$ cat config.mk
export PLATFORM = sky130hd
export DESIGN_NAME = reset_sequencer
export DESIGN_NICKNAME = d
export VERILOG_FILES = /design/src/rtl/reset_sequencer.sv
export SDC_FILE = /design/constraint.sdc
export NUM_CORES = 1
export LEC_CHECK = 0
export CAP_MARGIN = 20
export CORE_UTILIZATION = 40
export DETAILED_ROUTE_END_ITERATION = 10
export PLACE_DENSITY = 0.72
export RECOVER_POWER = 50
export SLEW_MARGIN = 20
export SYNTH_ARGS = -nofsm -noshare
export SYNTH_HDL_FRONTEND = slang
export SYNTH_SLANG_ARGS = --single-unit
$ cat constraint.sdc
create_clock -name clk -period 4.29 [get_ports clk]
set_input_delay 1.0725 -clock clk [delete_from_list [all_inputs] [get_ports clk]]
set_output_delay 1.0725 -clock clk [all_outputs]
set_load 0.01 [all_outputs]
$ cat src/rtl/reset_sequencer.sv
// reset_sequencer -- multi-source reset generator for the core clock domain.
//
// Synchronises and edge-detects NUM_SRC trigger sources, holds every domain
// in reset for HOLD_CYCLES locked cycles after the last trigger, then
// releases NUM_DOMAINS resets one at a time, STAGE_GAP cycles apart
// (bit 0 first). A synced falling edge of pll_locked also restarts the hold.
// A sticky record of which sources fired is kept in cause.
//
// Optional feature: define RESET_SEQ_STICKY_EN to add the STICKY state
// (entered by sticky_set, left only by a trigger on source 0).
//
// Ports:
//   clk         sequencer clock
//   reset_n     asynchronous active-low reset
//   src_in      raw asynchronous trigger sources
//   src_mask    per-source enable (synchronous to clk)
//   pll_locked  PLL lock, synchronised internally
//   cause_clr   clears the cause register
//   sticky_set  enter sticky hold (only with RESET_SEQ_STICKY_EN)
//   rst_out     active-high domain resets, bit 0 released first
//   busy        high while any rst_out bit is asserted
//   cause       sticky record of sources that triggered
module reset_sequencer #(
  parameter int                 NUM_SRC     = 4,
  parameter int                 NUM_DOMAINS = 3,
  parameter int                 HOLD_CYCLES = 16,
  parameter int                 STAGE_GAP   = 4,
  parameter logic [NUM_SRC-1:0] SRC_EDGE    = {NUM_SRC{1'b1}},
  parameter int                 SYNC_STAGES = 2
) (
  input  logic                   clk,
  input  logic                   reset_n,
  input  logic [NUM_SRC-1:0]     src_in,
  input  logic [NUM_SRC-1:0]     src_mask,
  input  logic                   pll_locked,
  input  logic                   cause_clr,
  input  logic                   sticky_set,
  output logic [NUM_DOMAINS-1:0] rst_out,
  output logic                   busy,
  output logic [NUM_SRC-1:0]     cause
);

  // A limit of 1 would give a zero-width counter; keep at least one bit.
  localparam int HW = (HOLD_CYCLES > 1) ? $clog2(HOLD_CYCLES) : 1;
  localparam int SW = (STAGE_GAP > 1) ? $clog2(STAGE_GAP) : 1;

  typedef enum logic [1:0] {
    S_HOLD    = 2'd0,
    S_RELEASE = 2'd1,
    S_RUN     = 2'd2,
    S_STICKY  = 2'd3
  } state_t;

  state_t                                state;
  logic [HW-1:0]                         hold_cnt;
  logic [SW-1:0]                         stage_cnt;

  logic [SYNC_STAGES-1:0][NUM_SRC-1:0]   src_sync;
  logic [NUM_SRC-1:0]                    src_hist;
  logic [SYNC_STAGES-1:0]                lock_sync;
  logic                                  lock_hist;

  logic [NUM_SRC-1:0]                    src_s;
  logic [NUM_SRC-1:0]                    trig;
  logic                                  lock_s;
  logic                                  lock_fall;
  logic                                  restart;
  logic [NUM_DOMAINS-1:0]                rst_shift;

  // Synchroniser chains plus one history flop each for edge detection.
  always_ff @(posedge clk or negedge reset_n) begin
    if (!reset_n) begin
      src_sync  <= '0;
      src_hist  <= '0;
      lock_sync <= '0;
      lock_hist <= 1'b0;
    end else begin
      src_sync[0]  <= src_in;
      lock_sync[0] <= pll_locked;
      for (int s = 1; s < SYNC_STAGES; s++) begin
        src_sync[s]  <= src_sync[s-1];
        lock_sync[s] <= lock_sync[s-1];
      end
      src_hist  <= src_sync[SYNC_STAGES-1];
      lock_hist <= lock_sync[SYNC_STAGES-1];
    end
  end

  assign src_s     = src_sync[SYNC_STAGES-1];
  assign trig      = ((SRC_EDGE & src_s & ~src_hist) |
                      (~SRC_EDGE & ~src_s & src_hist)) & src_mask;
  assign lock_s    = lock_sync[SYNC_STAGES-1];
  // Lock history resets to 0, so coming out of reset never looks like a loss.
  assign lock_fall = lock_hist & ~lock_s;
  assign restart   = (|trig) | lock_fall;

  // Domains release bottom-up: shifting zeros in from bit 0 keeps the
  // release order monotonic by construction.
  assign rst_shift = rst_out << 1;

`ifndef RESET_SEQ_STICKY_EN
  logic unused_sticky;
  assign unused_sticky = sticky_set;
`endif

  // A new trigger survives a simultaneous clear.
  always_ff @(posedge clk or negedge reset_n) begin
    if (!reset_n) cause <= '0;
    else          cause <= (cause_clr ? '0 : cause) | trig;
  end

  always_ff @(posedge clk or negedge reset_n) begin
    if (!reset_n) begin
      state     <= S_HOLD;
      hold_cnt  <= '0;
      stage_cnt <= '0;
      rst_out   <= '1;
      busy      <= 1'b1;
    end else begin
`ifdef RESET_SEQ_STICKY_EN
      if (sticky_set) begin
        state     <= S_STICKY;
        hold_cnt  <= '0;
        stage_cnt <= '0;
        rst_out   <= '1;
        busy      <= 1'b1;
      end else if (state == S_STICKY) begin
        // Only source 0 leaves; other triggers and lock loss are ignored.
        if (trig[0]) state <= S_HOLD;
      end else
`endif
      if (restart) begin
        state     <= S_HOLD;
        hold_cnt  <= '0;
        stage_cnt <= '0;
        rst_out   <= '1;
        busy      <= 1'b1;
      end else begin
        case (state)
          S_HOLD: begin
            if (!lock_s) begin
              hold_cnt <= '0;
            end else if (hold_cnt == HW'(HOLD_CYCLES - 1)) begin
              // Counter stays at its terminal value; release domain 0 now.
              stage_cnt <= '0;
              rst_out   <= rst_shift;
              busy      <= |rst_shift;
              state     <= (|rst_shift) ? S_RELEASE : S_RUN;
            end else begin
              hold_cnt <= hold_cnt + HW'(1);
            end
          end
          S_RELEASE: begin
            if (stage_cnt == SW'(STAGE_GAP - 1)) begin
              stage_cnt <= '0;
              rst_out   <= rst_shift;
              busy      <= |rst_shift;
              if (!(|rst_shift)) state <= S_RUN;
            end else begin
              stage_cnt <= stage_cnt + SW'(1);
            end
          end
          S_RUN: begin
            rst_out <= '0;
            busy    <= 1'b0;
          end
          default: begin
            state    <= S_HOLD;
            hold_cnt <= '0;
            rst_out  <= '1;
            busy     <= 1'b1;
          end
        endcase
      end
    end
  end

endmodule

=== Word-level counts from Yosys, hierarchy flattened ===
Cells that the tools add are included.

* Flip-flop bits (word level): 31
* Latch bits: 0
* Bits in writable memories: 0
* Memory bits (read-only): 0
* Output and inout bits: 8
* Memories kept: 0

* Add/sub/neg operators: 2
* Multipliers: 0
* Divide/modulo/power cells: 0
* $lt $le $gt $ge: 0
* Equality and inequality tests: 11
* Shift operators: 0
* Mux-type cells: 27
* Bitwise gates (word level): 7
* Reductions and logical operators: 9

{| class="wikitable"
|+ Operator list
! operator !! number
|-
| two-way mux 2 bit || 10
|-
| two-way mux 4 bit || 4
|-
| two-way mux 3 bit || 4
|-
| inequality test 3 bit, second input constant || 4
|-
| case mux 3 bit (3 select lines) || 1
|-
| bitwise AND 4 bit || 2
|-
| case mux 4 bit (2 select lines) || 1
|-
| case mux 2 bit (3 select lines) || 1
|-
| AND reduction 3 bit || 2
|-
| AND reduction 5 bit || 1
|-
| adder 4 x 1 -> 4 bit, second input constant || 1
|-
| == test 2 bit, second input constant || 2
|-
| == test 4 bit, second input constant || 1
|-
| two-way mux 1 bit || 4
|-
| inequality test 4 bit, second input constant || 1
|-
| inverter 4 bit || 1
|-
| bitwise OR 4 bit || 1
|-
| case mux 2 bit (2 select lines) || 1
|-
| OR reduction 2 bit || 2
|-
| OR reduction 4 bit || 1
|-
| case mux 1 bit (3 select lines) || 1
|-
| nonzero test 3 bit || 1
|-
| adder 2 x 1 -> 2 bit, second input constant || 1
|-
| == test 2 x 1 -> 1 bit, second input constant || 1
|-
| other kinds (7) || 7
|}

=== Logic depth before layout (Yosys ltp) ===
* Word-level depth: 7
* Mapped depth: 7
* Depth with buffers taken out: 6

=== Worst setup path before layout ===
OpenSTA, ideal clock, no wires.

* Path type: input to register
* From: input src_mask[3]
* To: register hold_cnt[2]
* Data arrival time: 1.818 ns
* Data required time: 4.194 ns
* Path slack: 2.376 ns
* Stages on the path: 4
* Buffers on the path: 0
* Cells stage by stage: nand3b_1 -> a21boi_0 -> nand4_1 -> a211oi_1

* Longest elaborated chain between the ends: 5

{| class="wikitable"
|+ RTL lines
! item !! line !! RTL
|-
| start, declared || 34 || <nowiki>input logic [NUM_SRC-1:0] src_mask,</nowiki>
|-
| bitwise AND 4 bit (*) || 91 || <nowiki>(~SRC_EDGE & ~src_s & src_hist)) & src_mask;</nowiki>
|-
| OR reduction 4 bit (*) || 95 || <nowiki>assign restart = (|trig) | lock_fall;</nowiki>
|-
| bitwise OR 1 bit (*) || 95 ||
|-
| inequality test 4 bit (no line) / inequality test 2 x 1 -> 1 bit (equally long branches) || n/a ||
|-
| AND reduction 2 bit (no line) || n/a ||
|-
| end signal, assigned || 150 || <nowiki>hold_cnt <= hold_cnt + HW'(1);</nowiki>
|-
| end, declared || 55 || <nowiki>logic [HW-1:0] hold_cnt;</nowiki>
|}

Mark *: on every way between the ends. The rest lies on a longest branch, timed or not.
A chain may end at the register's enable or synchronous reset.

==> results.sh <==
export IMPL_ios=21
export IMPL_drc=0
export IMPL_slew_viol_final=32
export IMPL_syn_num_nets=129
export IMPL_hold_violations=0
export IMPL_comb_power_share_pct=6.3
export IMPL_dr_pass1_iters=4
export IMPL_r2r_start="state[1]$_DFFE_PN0P_"
export IMPL_core_sq_um=3053
export IMPL_path_cells="dlygate4sd3_1, clkbuf_1"
export IMPL_cts_made_buffers=5
export IMPL_ir_worst_vdd_uv=232.2
export IMPL_cpPeakStageDelay_ns=1.14
export IMPL_cp_required_ns=4.46
export IMPL_use_met2_pct=28.25
export IMPL_rows=20
export IMPL_skew_ns=0.003764
export IMPL_violations="capacitance limit, slew limit"
export IMPL_cts_tree="built"
export IMPL_cts_num_sinks=31
export IMPL_viasPerCell=5.028
export IMPL_routed_wl_um=2256
export IMPL_synth_edf_count=0
export IMPL_drtAntennaViolNets=0
export IMPL_dpl_hpwl_um=1718
export IMPL_use_met3_pct=5.055
export IMPL_synth_top_area_share_pct=52.43
export IMPL_max_freq_mhz=388.2
export IMPL_clk_path_buf_depth=2
export IMPL_p_clk_share_pct=39.4
export IMPL_rrSetupSlack_ns=2.47
export IMPL_seqPwrFrac_pct=54.3
export IMPL_critPathBufInv=2
export IMPL_die_height_um=58.76
export IMPL_synth_ff_type="dfrtp_1"
export IMPL_p_per_area_nw_per_um2=352.5
export IMPL_synth_cell_type_count=29
export IMPL_cts_resized=0
export IMPL_initial_core_util_pct=42.21
export IMPL_crit_slowest_cell="clkbuf_1"
export IMPL_antenna_cells=0
export IMPL_wl_per_cell_um=12.46
export IMPL_drv_cap=1
export IMPL_layout_drive_gt1_share_pct=10.95
export IMPL_cts_max_level=2
export IMPL_worstMarginPinSlew_ns=1.572
export IMPL_period_needed_ns=2.576
export IMPL_ys_warn_count=0
export IMPL_vias=910
export IMPL_cp_top_family="buffers and inverters"
export IMPL_placed_area_sq_um=1536
export IMPL_place_congestion=0.7706
export IMPL_min_to="lock_sync[1]$_DFF_PN0_"
export IMPL_ys_ff_latch=31
export IMPL_design_area_sq_um=1614
export IMPL_io_buffer_count=19
export IMPL_synth_top_area_cell="dfrtp_1"
export IMPL_swShare_pct=22.02
export IMPL_p_leak_nw=0.7067
export IMPL_regToRegEndpoint="busy$_DFFE_PN1P_"
export IMPL_grt_pass1_vias=994
export IMPL_clock_latency_ns=0.33
export IMPL_dieArea_sq_um=3453
export IMPL_fill_cells=287
export IMPL_synth_area_sq_um=1289
export IMPL_worstPathArrival_ns=2.75
export IMPL_synthArstFlopShare_pct=100.0
export IMPL_fin_util_pct=52.87
export IMPL_crit_fanout=31
export IMPL_whs_path_depth=0
export IMPL_gr_max_usage_layer="met2"
export IMPL_antenna_found_initial=0
export IMPL_nets=155
export IMPL_use_met1_pct=17.00
export IMPL_tns_ns=0
export IMPL_syn_inst=110
export IMPL_path_clk_slew_ns=0.09
export IMPL_setup_viol=0
export IMPL_status="complete, but fails checks"
export IMPL_postCtsHoldBufs=0
export IMPL_hold_path_class="register to register"
export IMPL_synthTopCellsByArea="dfrtp_1 (52%), dfstp_2 (8.2%), ha_1 (5.8%)"
export IMPL_end_kind="async pin"
export IMPL_ys_seq_area_share_pct=60.58
export IMPL_critPathKind="input port to async pin"
export IMPL_grt_setup_unrepaired="false"
export IMPL_start_kind="input port"
export IMPL_grt_pass1_wl_um=4071
export IMPL_finalCritPeriodShare_pct=60.05
export IMPL_first_iter_violations=26
export IMPL_worstHoldStart="lock_sync[0]$_DFF_PN0_"
export IMPL_finalPower_mw=0.5689
export IMPL_timing_slew_headroom_pct=-4.800
export IMPL_area_delta_synth_final_pct=25.24
export IMPL_grt_total_usage_pct=16.35
export IMPL_syn_mean_instance_area_sq_um=11.72
export IMPL_post_cts_repair_setup_buffers=0
export IMPL_switching_power_mw=0.1253
export IMPL_grt_max_degree=32
export IMPL_cts_root_buf="clkbuf_4"
export IMPL_internal_power_mw=0.4436
export IMPL_r2r_cells=5
export IMPL_grt_ovfl_total=0
export IMPL_die_width_um=58.76
[sequential cells by signal, summed over array words and instances (netlist names)]
name,cells
src_hist,4
lock_sync,2
src_s,4
cause,4
rst_out,3
src_sync,4
stage_cnt,2
state,2
busy,1
hold_cnt,4
lock_hist,1
[routing by layer]
layer / part of all wire, % / vias to the layer above
li1: - / 439
met1: 42 / 443
met2: 52 / 21
met3: 3.9 / 7
met4: 2.4 / 0
met5: 0 / -
[worst max-delay path by stage]
stage / from / end / slack, ns / cells past startpoint
2_1_floorplan: src_mask[3] / hold_cnt[2]$_DFFE_PN0P_ / 2.38 / 4
3_3_place_gp: src_mask[3] / hold_cnt[2]$_DFFE_PN0P_ / 1.75 / 5
3_5_place_dp: src_mask[3] / hold_cnt[2]$_DFFE_PN0P_ / 1.75 / 5
4_1_cts: rst_out[0]$_DFFE_PN1P_ / rst_out[0] / 1.73 / 1
5_1_grt: reset_n / stage_cnt[1]$_DFFE_PN0P_ / 1.37 / 2
6_report: reset_n / hold_cnt[3]$_DFFE_PN0P_ / 1.71 / 2
[cell type report]
cell class | count | area, sq um | area share [%]
Clock buffer | 5 | 37.54 | 2.326
Clock inverter | 3 | 43.79 | 2.713
Inverter | 9 | 33.78 | 2.093
Multi-Input combinational cell | 69 | 469.2 | 29.07
Sequential cell | 31 | 780.7 | 48.37
Tap cell | 44 | 55.05 | 3.411
Timing Repair Buffer | 20 | 193.9 | 12.02
[power by group through the flow]
| stage | combinational (mW) | clock (mW) | sequential [mW] |
|---|---|---|---|
| after floorplan | 0.0107 | 0 | 0.315 |
| after global placement | 0.0371 | 0 | 0.314 |
| after detailed placement | 0.0381 | 0 | 0.315 |
| after CTS | 0.0385 | 0.231 | 0.309 |
| after global routing | 0.0402 | 0.244 | 0.311 |
| final | 0.0360 | 0.224 | 0.309 |
[Yosys cell counts (all sizes together), types with 3 or more instances]
cell    instances
dfrtp          27
nand2          10
inv             9
nor2            7
o21ai           7
a21oi           6
ha              6
nand3b          5
dfstp           4
nand3           4
mux2i           3
nand4           3
[cell families (layout without fill, tap and decap cells)]
kind of cell	count (synthesis)	count (layout)	share of synthesized area [%]
compound gates	23	23	12.82
fa+ha+maj	6	6	5.825
buf+inv	10	37	3.009
flops	31	31	60.58
mux	3	3	2.330
simple gates	37	37	15.44
[cell usage in the layout (no fill, tap or decap), drive strengths merged, types with 2 or more instances in the layout]
master	n
o211ai	2
dfrtp	27
nand3	4
nand2b	2
nor2	7
nand3b	5
inv	9
o21ai	7
clkinv	2
clkdlybuf4s50	13
nand2	10
nand4	3
and4	2
a211oi	2
mux2i	3
clkbuf	6
a21oi	6
dfstp	4
ha	6
dlygate4sd3	6
[through the flow]
step           cells  hold slack, ns  worst slack, ns
2_1_floorplan    110          0.3312            2.376
3_3_place_gp     173          0.3331            1.746
3_5_place_dp     173          0.3378            1.752
4_1_cts          181          0.3613            1.733
5_1_grt          181          0.3678            1.369
6_report         181          0.3577            1.714
Power figures use the tool's default switching activity.
